==> config.mk <==
export PLATFORM = sky130hd
export DESIGN_NAME = dvma_arbiter_flat
export DESIGN_NICKNAME = d
export VERILOG_FILES = /design/src/rtl/dvma_arbiter_if.sv /design/src/rtl/dvma_arbiter.sv /design/src/flat_wrapper.sv
export SDC_FILE = /design/constraint.sdc
export NUM_CORES = 1
export LEC_CHECK = 0
export ABC_AREA = 1
export CAP_MARGIN = 20
export CORE_MARGIN = 2
export CORE_UTILIZATION = 30
export DETAILED_ROUTE_END_ITERATION = 10
export DONT_BUFFER_PORTS = 1
export HOLD_SLACK_MARGIN = 0.12
export MAX_ROUTING_LAYER = met4
export PLACE_DENSITY = 0.53
export SYNTH_ARGS = -nofsm -noshare
export SYNTH_HDL_FRONTEND = slang
export SYNTH_SLANG_ARGS = --single-unit
==> constraint.sdc <==
create_clock -name clk -period 2.8 [get_ports clk]
set_input_delay 0.56 -clock clk [delete_from_list [all_inputs] [get_ports clk]]
set_output_delay 0.56 -clock clk [all_outputs]
set_load 0.01 [all_outputs]
==> src/rtl/dvma_arbiter_if.sv <==
// Request/grant bundle between the CPU/DVMA/refresh requesters and the memory arbiter.
// The arbiter connects to the slave side and the requesters connect to the master side.
interface dvma_arbiter_if;
  logic cpu_req;
  logic dvma_req;
  logic refresh_req;
  logic aen;
  logic xen;
  logic c_s7;
  logic cpu_ack;
  logic ref_en;
  logic dvma_tmo;

  modport master (
    output cpu_req, dvma_req, refresh_req,
    input  aen, xen, c_s7, cpu_ack, ref_en, dvma_tmo
  );

  modport slave (
    input  cpu_req, dvma_req, refresh_req,
    output aen, xen, c_s7, cpu_ack, ref_en, dvma_tmo
  );
endinterface

==> src/rtl/dvma_arbiter.sv <==
// Onboard-memory arbiter: CPU, DVMA and refresh share the memory datapath.
// All grants leave from IDLE, so every ownership change has a dead clock between owners.
module dvma_arbiter #(
  parameter int DVMA_WAIT = 7,
  parameter int REF_LEN   = 4,
  parameter int TIMEOUT   = 255
) (
  input  logic          clk,
  input  logic          reset,
  dvma_arbiter_if.slave bus
);

  typedef enum logic [2:0] {
    S_IDLE,
    S_CPU,
    S_DVMA_RUN,
    S_DVMA_ACK,
    S_REFRESH
  } state_e;

  localparam logic [2:0] WAIT_LAST = 3'(DVMA_WAIT - 1);
  localparam logic [2:0] REF_LAST  = 3'(REF_LEN - 1);
  localparam logic [7:0] TMO_LAST  = 8'(TIMEOUT - 1);

  state_e     state_q, state_d;
  logic [2:0] cnt_q, cnt_d;
  logic [7:0] tmo_cnt_q, tmo_cnt_d;
  logic       pend_q, pend_d;
  logic       alt_q, alt_d;
  logic       lock_q, lock_d;
  logic       ready_q, ready_d;
  logic       aen_q, aen_d;
  logic       xen_q, xen_d;
  logic       c_s7_q, c_s7_d;
  logic       cpu_ack_q, cpu_ack_d;
  logic       ref_en_q, ref_en_d;
  logic       dvma_tmo_q, dvma_tmo_d;
  logic       enter_ref;
  logic       tmo_hit;

  always_comb begin
    state_d   = state_q;
    cnt_d     = cnt_q;
    tmo_cnt_d = tmo_cnt_q;
    alt_d     = alt_q;
    enter_ref = 1'b0;
    tmo_hit   = 1'b0;
    // Holds off grants on the first edge after reset release.
    ready_d   = 1'b1;

    unique case (state_q)
      S_IDLE: begin
        if (ready_q) begin
          if (pend_q) begin
            state_d   = S_REFRESH;
            cnt_d     = 3'd0;
            enter_ref = 1'b1;
          end else if (bus.cpu_req && alt_q) begin
            // Last grant was DVMA: a waiting CPU goes next.
            state_d = S_CPU;
            alt_d   = 1'b0;
          end else if (bus.dvma_req && !lock_q) begin
            state_d = S_DVMA_RUN;
            cnt_d   = 3'd0;
            alt_d   = 1'b1;
          end else if (bus.cpu_req) begin
            state_d = S_CPU;
            alt_d   = 1'b0;
          end
        end
      end

      S_CPU: begin
        if (!bus.cpu_req) state_d = S_IDLE;
      end

      S_DVMA_RUN: begin
        if (!bus.dvma_req) begin
          state_d = S_IDLE;
        end else if (cnt_q == WAIT_LAST) begin
          state_d   = S_DVMA_ACK;
          tmo_cnt_d = 8'd0;
        end else begin
          cnt_d = cnt_q + 3'd1;
        end
      end

      S_DVMA_ACK: begin
        if (!bus.dvma_req) begin
          state_d = S_IDLE;
        end else if (tmo_cnt_q == TMO_LAST) begin
          state_d = S_IDLE;
          tmo_hit = 1'b1;
        end else begin
          tmo_cnt_d = tmo_cnt_q + 8'd1;
        end
      end

      S_REFRESH: begin
        if (cnt_q == REF_LAST) state_d = S_IDLE;
        else                   cnt_d   = cnt_q + 3'd1;
      end

      default: state_d = S_IDLE;
    endcase

    // A pulse landing on the refresh entry clock survives for the next slot.
    pend_d = bus.refresh_req | (pend_q & ~enter_ref);
    // After a timeout the stuck requester must be seen low before it can win again.
    lock_d = tmo_hit | (lock_q & bus.dvma_req);

    aen_d      = (state_d == S_CPU);
    cpu_ack_d  = (state_q == S_CPU) && (state_d == S_CPU);
    xen_d      = (state_d == S_DVMA_RUN) || (state_d == S_DVMA_ACK);
    c_s7_d     = (state_d == S_DVMA_ACK);
    ref_en_d   = (state_d == S_REFRESH);
    dvma_tmo_d = tmo_hit;
  end

  always_ff @(posedge clk or posedge reset) begin
    if (reset) begin
      state_q    <= S_IDLE;
      cnt_q      <= 3'd0;
      tmo_cnt_q  <= 8'd0;
      pend_q     <= 1'b0;
      alt_q      <= 1'b0;
      lock_q     <= 1'b0;
      ready_q    <= 1'b0;
      aen_q      <= 1'b0;
      xen_q      <= 1'b0;
      c_s7_q     <= 1'b0;
      cpu_ack_q  <= 1'b0;
      ref_en_q   <= 1'b0;
      dvma_tmo_q <= 1'b0;
    end else begin
      state_q    <= state_d;
      cnt_q      <= cnt_d;
      tmo_cnt_q  <= tmo_cnt_d;
      pend_q     <= pend_d;
      alt_q      <= alt_d;
      lock_q     <= lock_d;
      ready_q    <= ready_d;
      aen_q      <= aen_d;
      xen_q      <= xen_d;
      c_s7_q     <= c_s7_d;
      cpu_ack_q  <= cpu_ack_d;
      ref_en_q   <= ref_en_d;
      dvma_tmo_q <= dvma_tmo_d;
    end
  end

  assign bus.aen      = aen_q;
  assign bus.xen      = xen_q;
  assign bus.c_s7     = c_s7_q;
  assign bus.cpu_ack  = cpu_ack_q;
  assign bus.ref_en   = ref_en_q;
  assign bus.dvma_tmo = dvma_tmo_q;

endmodule

==> src/flat_wrapper.sv <==
// flat-port wrapper written by rule: the top's interface ports become plain ports
module dvma_arbiter_flat 
#(
  parameter int DVMA_WAIT = 7,
  parameter int REF_LEN   = 4,
  parameter int TIMEOUT   = 255
)
  (clk, reset, bus_cpu_req, bus_dvma_req, bus_refresh_req, bus_aen, bus_xen, bus_c_s7, bus_cpu_ack, bus_ref_en, bus_dvma_tmo);
  dvma_arbiter_if bus_i ();
  input  logic clk;
  input  logic reset;
  input wire logic [$bits(bus_i.cpu_req)-1:0] bus_cpu_req;
  input wire logic [$bits(bus_i.dvma_req)-1:0] bus_dvma_req;
  input wire logic [$bits(bus_i.refresh_req)-1:0] bus_refresh_req;
  output wire logic [$bits(bus_i.aen)-1:0] bus_aen;
  output wire logic [$bits(bus_i.xen)-1:0] bus_xen;
  output wire logic [$bits(bus_i.c_s7)-1:0] bus_c_s7;
  output wire logic [$bits(bus_i.cpu_ack)-1:0] bus_cpu_ack;
  output wire logic [$bits(bus_i.ref_en)-1:0] bus_ref_en;
  output wire logic [$bits(bus_i.dvma_tmo)-1:0] bus_dvma_tmo;
  assign bus_i.cpu_req = bus_cpu_req;
  assign bus_i.dvma_req = bus_dvma_req;
  assign bus_i.refresh_req = bus_refresh_req;
  assign bus_aen = bus_i.aen;
  assign bus_xen = bus_i.xen;
  assign bus_c_s7 = bus_i.c_s7;
  assign bus_cpu_ack = bus_i.cpu_ack;
  assign bus_ref_en = bus_i.ref_en;
  assign bus_dvma_tmo = bus_i.dvma_tmo;
  dvma_arbiter #(.DVMA_WAIT(DVMA_WAIT), .REF_LEN(REF_LEN), .TIMEOUT(TIMEOUT)) u_core (.clk(clk), .reset(reset), .bus(bus_i));
endmodule
# ---- Word-level counts from Yosys, hierarchy flattened
# Index checks and enable logic that the tools add are counted.
dict set report classes {
  add_sub_neg 2
  eq_ne 20
  muxes 34
  n_bitwise 6
  reduce_logical 12
}
# op n
set ops {}
lappend ops {{$mux W3} 18}
lappend ops {{$mux W8} 4}
lappend ops {{$pmux W8 S2} 1}
lappend ops {{$eq A3 B2 Y1 const B} 5}
lappend ops {{$pmux W3 S5} 1}
lappend ops {{$ne A2 B2 Y1 const B} 5}
lappend ops {{$eq A3 B3 Y1 const B} 3}
lappend ops {{$mux W1} 9}
lappend ops {{$pmux W3 S3} 1}
lappend ops {{$add A8 B1 Y8 const B} 1}
lappend ops {{$eq A8 B8 Y1 const B} 1}
lappend ops {{$reduce_and A7 Y1} 1}
lappend ops {{$eq A3 B1 Y1 const B} 2}
lappend ops {{$reduce_bool A3 Y1} 2}
lappend ops {{$reduce_and A5 Y1} 1}
lappend ops {{$ne A2 B1 Y1 const B} 2}
lappend ops {{$reduce_and A4 Y1} 1}
lappend ops {{$add A3 B1 Y3 const B} 1}
lappend ops {{$logic_and A1 B1 Y1} 3}
lappend ops {{$logic_not A3 Y1} 1}
lappend ops {{$ne A3 B1 Y1 const B} 1}
lappend ops {{$ne A3 B2 Y1 const B} 1}
lappend ops {{$and A1 B1 Y1} 2}
lappend ops {{$not A1 Y1} 2}
lappend ops {{other kinds (4)} 5}
dict set report word_totals {
  regBits 24
  inputBits 5
  output_inout_bits 6
  elab_cells 87
}

# ---- Longest topological paths before layout
# Gate-level depths: netlist of run 1.
dict set report depth {
  ltp_word 9
  mapped_depth 10
  mapped_depth_nobuf 10
}

# ---- Worst setup path after synthesis of run 1
# No wires, ideal clock.
dict set report synth_timing {
  path_kind {register to register}
  startpoint {reg u_core.cnt_q[0]}
  endpoint {reg u_core.cnt_q[0]}
  setup_time_ns 0.117
  arrival_time_ns 1.280
  setup_slack_ns 1.403
  path_stages_with_launch 9
  cell_sequence {dfrtp_1 ha_1 ha_1 nand3_1 nand2_1 nor2_1 nand2_1 nand2_1 nand2_1}
}
dict set report synth_between {
  elab_chain_len 4
  word_cells_on_any_way 10
  classes_between {1 x add/sub; 4 x eq/ne; 4 x mux; 1 x reduce/logical}
}
# item line_no
set synth_lines {}
lappend synth_lines {{start: declaration} dvma_arbiter.sv:26} ;# logic [2:0] cnt_q, cnt_d;
lappend synth_lines {{start signal: assignment} dvma_arbiter.sv:137} ;# cnt_q <= cnt_d;
lappend synth_lines {{$add A3 B1 Y3} {dvma_arbiter.sv:84, dvma_arbiter.sv:101}}
lappend synth_lines {{$mux W3} dvma_arbiter.sv:80} ;# end else if (cnt_q == WAIT_LAST) begin
lappend synth_lines {{$mux W3} dvma_arbiter.sv:78} ;# if (!bus.dvma_req) begin
lappend synth_lines {{$pmux W3 S3} dvma_arbiter.sv:51} ;# unique case (state_q)
# Parallel ways exist; a longest one is shown, timed or not. The select of a mux whose other input is x is not followed.
# A chain may end at the register's enable or synchronous reset.

# ---- Worst setup path in the final report of run 1
dict set report layout_timing {
  startpoint {reg u_core.cnt_q[0]}
  endpoint {reg u_core.cnt_q[1]}
}
# The elaborated chain is that of the path after synthesis.

==> impl_metrics.py, run 1 <==
metrics = {
    "synth": {
        "synthDistinctLibCells": 26,
        "syn_inst": 154,
        "ys.warnings.count": 0,
        "ys_seq_area_frac": 0.476,
        "avgSynthCellArea_um2": 8.20,
        "syn-cell-area_um2": 1260,
        "ys_ff_latch": 24,
        "synth_nets": 164,
    },
    "clock_tree": {
        "cts_max_level": 1,
        "cts_num_sinks": 24,
        "hold_buffers": 0,
        "clkTransAtPathRegs_ns": 0.09,
        "cts_made_buffers": 3,
        "clkLatencyLatePin_ns": 0.27,
        "cts_tree": "yes",
        "postCtsSetupRepairBufs": 0,
        "cts.repair.resized": 0,
        "cts_root_buffer": "clkbuf_8",
        "clockBufferDepth": 2,
    },
    "placed_design": {
        "gp_congestion": 0.860,
        "dp.cells": 203,
        "numPortBuffers": 0,
        "hpwl_mm": 1.81,
    },
    "detailed_routing": {
        "ant_nets": 0,
        "drt_iter0_drc": 78,
        "wl_per_cell_um": 11.4,
        "wirelength_mm": 2.37,
        "drc_errors": 0,
        "dr_total_vias": 981,
        "dr.pass1.iters": 4,
        "viasPerCell": 4.74,
    },
    "finish": {
        "antennaDiodeCount": 0,
        "post_route_cells_drive_above_1_share": 0.0764,
        "final_nets": 168,
        "final_cell_mix": "nand2_1, dfrtp_1, nor2_1",
        "syn_to_final_growth_pct": 8.13,
        "layout_commonest_cell": "nand2_1",
        "final_cells": 207,
    },
    "sta": {
        "skew_ns": 0.00323,
        "rsz0062_at_grt": "false",
        "hold_viol_final": 0,
        "clock.fmax_ghz": 0.636,
        "drv_slew": 0,
        "relSlewSlack": 0.400,
        "finalSetupViolCount": 0,
        "finalCritPeriodShare": 0.561,
        "finalWorstPathRequiredPeriod_ns": 1.57,
        "finalSetupTns_ns": 0,
        "max_slew.worst_pin.slew_ns": 0.899,
    },
    "floorplan": {
        "dieArea_um2": 4740,
        "chipHeight_um": 68.9,
        "start_util": 0.313,
        "io_pins": 11,
        "core_region_area_um2": 4030,
        "die_w_um": 68.9,
        "rows": 23,
    },
    "power": {
        "p_leak_nw": 0.701,
        "powerDensity_nw_per_um2": 621,
        "vdd_ir_drop_max_uv": 203,
    },
    "worst_setup_path": {
        "critPathMaxFanout": 4,
        "criticalPathCategory": "reg -> reg",
        "critPathRequiredTime_ns": 2.97,
        "cp_cell_sequence": "ha_1 -> ha_1 -> nand3_1 -> nand2_1 -> nor2_1 -> nand2_1 -> nand2_1 -> nand2_1",
        "cp-start-kind": "flip-flop",
        "crit_top_cell": "nand2_1",
        "cp.arrival_ns": 1.74,
        "cp-end-kind": "flip-flop",
        "r2r_cells": 8,
        "cpMaxStageDelayCell": "dfrtp_1",
        "max_stage_delay_ns": 0.42,
    },
    "grt": {
        "grt_usage": 0.122,
        "grt_max_degree": 25,
        "gr-total-overflow": 0,
        "grt_pass1_wl_mm": 4.11,
        "grt_pass1_vias": 930,
        "antenna_found_initial": 0,
    },
    "run": {
        "maxCapViolCount": 0,
    },
    "worst_hold_path": {
        "hold_path_class": "in -> async",
    },
    "outcome": {
        "status": "finished, final reports clean",
    },
}
[path summary, 6_finish.rpt]
| kind | start | endpoint | slack [ns] |
|---|---|---|---|
| max in group asynchronous | reset | u_core.pend_q$_DFF_PP0_ | 1.88 |
| max | u_core.cnt_q[0]$_DFFE_PP0P_ | u_core.cnt_q[1]$_DFFE_PP0P_ | 1.23 |
| min in group clk | bus_refresh_req | u_core.pend_q$_DFF_PP0_ | 0.40 |
| min reg2reg | u_core.cnt_q[2]$_DFFE_PP0P_ | u_core.cnt_q[2]$_DFFE_PP0P_ | 0.51 |
| max reg2reg | u_core.cnt_q[0]$_DFFE_PP0P_ | u_core.cnt_q[1]$_DFFE_PP0P_ | 1.23 |
| min | reset | u_core.tmo_cnt_q[3]$_DFFE_PP0P_ | 0.37 |
[power by group]
part	switching, mW	internal, mW
combinational	0.107	0.0642
sequential	0.0452	0.390
clock	0.115	0.126
total	0.267	0.580
[state kept, by name, indices dropped and copies added, names as in the netlist]
| register | count |
|---|---|
| u_core.bus.ref_en | 1 |
| u_core.state_q | 3 |
| u_core.bus.cpu_ack | 1 |
| u_core.pend_q | 1 |
| u_core.bus.c_s7 | 1 |
| u_core.cnt_q | 3 |
| u_core.bus.aen | 1 |
| u_core.bus.xen | 1 |
| u_core.lock_q | 1 |
| u_core.tmo_cnt_q | 8 |
| u_core.bus.dvma_tmo | 1 |
| u_core.ready_q | 1 |
| u_core.alt_q | 1 |
[cell usage after synthesis (all sizes together)]
cell type / count / area, um^2
ha: 5 / 62.6
or2: 1 / 6.26
inv: 19 / 71.3
nor3: 3 / 31.3
conb: 1 / 3.75
o21ai: 9 / 48.8
and3: 2 / 12.5
xor2: 2 / 17.5
nand3b: 2 / 15.0
nand2: 45 / 176
dfrtp: 24 / 601
xnor2: 1 / 8.76
nor2: 17 / 63.8
a21oi: 2 / 10.0
o21bai: 2 / 15.0
o31ai: 2 / 15.0
nand3: 13 / 70.1
nand4: 3 / 18.8
buf: 1 / 15.0
[per-layer routing]
layer  track usage  part of all wire  wire length [um]  up-vias
li1              -                 -                 -      495
met1         0.150              0.47              1120      462
met2         0.180              0.48              1130       20
met3        0.0276             0.030                71        4
met4        0.0784             0.022                52        0
met5             -                 0                 0        -
[critical path, delay by kind of cell, from the launching register on]
family	cells	cell delay [ns]
and+or+nand+nor	6	0.64
DFF	1	0.42
adders and majority gates	2	0.42
[final cells by class]
| cell class | instances | area (um^2) |
|---|---|---|
| Tap cell | 50 | 62.6 |
| Multi-Input combinational cell | 110 | 576 |
| Inverter | 19 | 71.3 |
| Clock buffer | 4 | 55.1 |
| Fill cell | 431 | 2660 |
| Sequential cell | 24 | 601 |
[per-stage QoR]
step	instance area, um^2	utilization	worst slack, ns	power (mW)	hold WS (ns)
2_1_floorplan	1260	-	1.40	0.572	0.463
3_3_place_gp	1310	0.325	1.28	0.606	0.488
3_5_place_dp	1310	0.325	1.23	0.618	0.493
4_1_cts	1370	0.339	1.21	0.857	0.397
5_1_grt	1370	0.339	1.04	0.904	0.396
6_report	1370	0.339	1.23	0.847	0.366
[kinds of logic (layout without fill, tap and decap cells)]
| family | after synthesis | after routing | share of synthesized area |
|---|---|---|---|
| AOI/OAI and AO/OA | 15 | 15 | 0.0704 |
| adders and majority gates | 5 | 5 | 0.0496 |
| other | 1 | 1 | 0.00297 |
| xor gates and xnor gates | 3 | 3 | 0.0208 |
| buffers and inverters | 20 | 23 | 0.0684 |
| and+or+nand+nor | 86 | 86 | 0.312 |
| DFF | 24 | 24 | 0.476 |
Note: power is estimated with default switching activity, not from simulation.
==> run 2, diff against run 1 <==
==> constraint.sdc (replaced) <==
create_clock -name clk -period 1.6 [get_ports clk]
set_input_delay 0.32 -clock clk [delete_from_list [all_inputs] [get_ports clk]]
set_output_delay 0.32 -clock clk [all_outputs]
set_load 0.01 [all_outputs]
==> run 2 against run 1 <==
Non-clock buffer count up 3; sequential share of layout area is 2.3 points lower; flip-flop and latch count did not move; core utilization rose by 1.9 points; fmax grew 6.4%; cell count increased by 1.4%; worst setup slack got worse by 1.1 ns; critical path depth unchanged; clock skew up 0.0036 ns; count of clock-buffer cells in the layout down 1; sequential power grew 75%; critical path type unchanged; highest routed layer unchanged.
==> impl_metrics.py, run 2 (synthesis results as in run 1) <==
metrics = {
    "detailed_routing": {
        "drc_errors": 0,
        "ant_nets": 0,
        "route.met3.wl_um": 62,
        "route.layer.met1.wl_mm": 1.13,
        "top_layer": "met4",
        "wl_met2_mm": 1.11,
        "dr.pass1.iters": 4,
        "drt_iter0_drc": 56,
        "viasPerCell": 4.68,
        "dr_total_vias": 982,
        "wl_per_cell_um": 11.2,
        "wirelength_mm": 2.36,
    },
    "worst_setup_path": {
        "critPathMaxFanout": 4,
        "r2r_end": "u_core.cnt_q[1]$_DFFE_PP0P_",
        "r2r_cells": 8,
        "cp-end-kind": "flip-flop",
        "critPathRequiredTime_ns": 1.77,
        "cp.arrival_ns": 1.65,
        "r2r_start": "u_core.cnt_q[0]$_DFFE_PP0P_",
        "cp-start-kind": "flip-flop",
        "endpoint": "u_core.cnt_q[1]$_DFFE_PP0P_",
        "criticalPathCategory": "reg -> reg",
        "cp-startpoint": "u_core.cnt_q[0]$_DFFE_PP0P_",
        "reg2reg_slack_ns": 0.12,
    },
    "placed_design": {
        "hpwl_mm": 1.78,
        "place_area_um2": 1340,
        "numPortBuffers": 0,
        "dp.cells": 205,
        "dp_worst_setup_slack_ns": 0.0160,
        "gp_congestion": 0.857,
    },
    "clock_tree": {
        "clkLatencyLatePin_ns": 0.27,
        "cts_made_buffers": 3,
        "cts_max_level": 1,
        "postCtsSetupRepairBufs": 0,
        "clkTransAtPathRegs_ns": 0.09,
        "cts_tree": "yes",
        "clockBufferDepth": 2,
        "cts_root_buffer": "clkbuf_8",
        "cts_num_sinks": 24,
    },
    "sta": {
        "hold_viol_final": 0,
        "finalCritPeriodShare": 0.923,
        "clock.fmax_ghz": 0.677,
        "finalSetupTns_ns": 0,
        "finalWorstPathRequiredPeriod_ns": 1.48,
        "finalSetupViolCount": 0,
        "rsz0062_at_grt": "false",
        "skew_ns": 0.00685,
        "fin_ws_ns": 0.123,
        "drv_slew": 0,
    },
    "finish": {
        "post_route_cells_drive_above_1_share": 0.0938,
        "antennaDiodeCount": 0,
        "layout_commonest_cell": "nand2_1",
        "top_regs": "u_core.tmo_cnt_q (8), u_core.cnt_q (3), u_core.state_q (3)",
        "syn_to_final_growth_pct": 14.2,
        "final_nets": 171,
        "final_cell_mix": "nand2_1, dfrtp_1, inv_1, nor2_1, nand3_1",
        "finalInstanceArea_um2": 1440,
        "final_cells": 210,
        "largest_reg_flops": 8,
        "largest-register": "u_core.tmo_cnt_q",
    },
    "floorplan": {
        "io_pins": 11,
        "core_region_area_um2": 4030,
        "dieArea_um2": 4740,
        "die_w_um": 68.9,
        "start_util": 0.313,
        "rows": 23,
        "chipHeight_um": 68.9,
    },
    "power": {
        "vdd_ir_drop_max_uv": 412,
        "powerDensity_nw_per_um2": 1120,
        "p_leak_nw": 0.741,
    },
    "worst_hold_path": {
        "hold_path_class": "in -> reg",
        "hold_start": "bus_refresh_req",
    },
    "grt": {
        "gr-total-overflow": 0,
        "antenna_found_initial": 0,
        "grt_usage": 0.118,
        "grt_pass1_wl_mm": 4.06,
        "grt_pass1_vias": 917,
        "grt_max_degree": 19,
    },
    "outcome": {
        "status": "finished, final reports clean",
    },
    "run": {
        "maxCapViolCount": 0,
    },
}
-- run 2: critical path, stage by stage (launching register included) --
cell and delay (ns):
dfrtp_1 0.42, ha_1 0.21, ha_1 0.21, nand3_1 0.09, nand2_1 0.09, nor2_4 0.15
nand2_1 0.10, nand2_1 0.07, nand2_1 0.05
-- run 2: worst min-delay path by stage --
stage	cells past startpoint	slack, ns	end
after floorplan	1	0.33	u_core.alt_q$_DFFE_PP0P_
after global placement	1	0.24	u_core.bus.c_s7$_DFF_PP0_
after detailed placement	1	0.24	u_core.bus.c_s7$_DFF_PP0_
after CTS	1	0.15	u_core.pend_q$_DFF_PP0_
after global routing	1	0.15	u_core.pend_q$_DFF_PP0_
final	1	0.15	u_core.pend_q$_DFF_PP0_
-- run 2: per-stage QoR --
| stage | hold slack (ns) | util | power [mW] |
|---|---|---|---|
| after global routing | 0.150 | 0.358 | 1.72 |
| after detailed placement | 0.245 | 0.332 | 1.09 |
| after floorplan | 0.335 | - | 1.00 |
| after global placement | 0.238 | 0.332 | 1.06 |
| after CTS | 0.153 | 0.352 | 1.63 |
| final | 0.155 | 0.358 | 1.62 |
-- run 2: layer usage --
layer	track usage	vias up
met5	-	-
li1	-	503
met3	0.0276	6
met2	0.184	15
met4	0.0588	0
met1	0.143	458
-- run 2: area by class of cell --
| cell class | count | area [um^2] |
|---|---|---|
| repair buffers | 3 | 37.5 |
| flip-flops and latches | 24 | 601 |
| well taps | 50 | 62.6 |
| inverters | 19 | 71.3 |
| fillers | 415 | 2590 |
| clock buffers | 3 | 41.3 |
| multi-input cells | 110 | 598 |
| clock inverters | 1 | 30.0 |
-- run 2: what timing repair did --
item                                    4_1_cts  5_1_grt
hold buffers                                  1        0
endpoints found under the setup margin        0        5
endpoints found under the hold margin         9        0
gates resized for setup                       0        4
-- run 2: power by group --
part | internal [mW] | leakage [nW] | switching [mW] | total, mW
Combinational | 0.123 | 0.387 | 0.195 | 0.318
Sequential | 0.682 | 0.318 | 0.0800 | 0.762
Clock | 0.335 | 0.0357 | 0.201 | 0.536
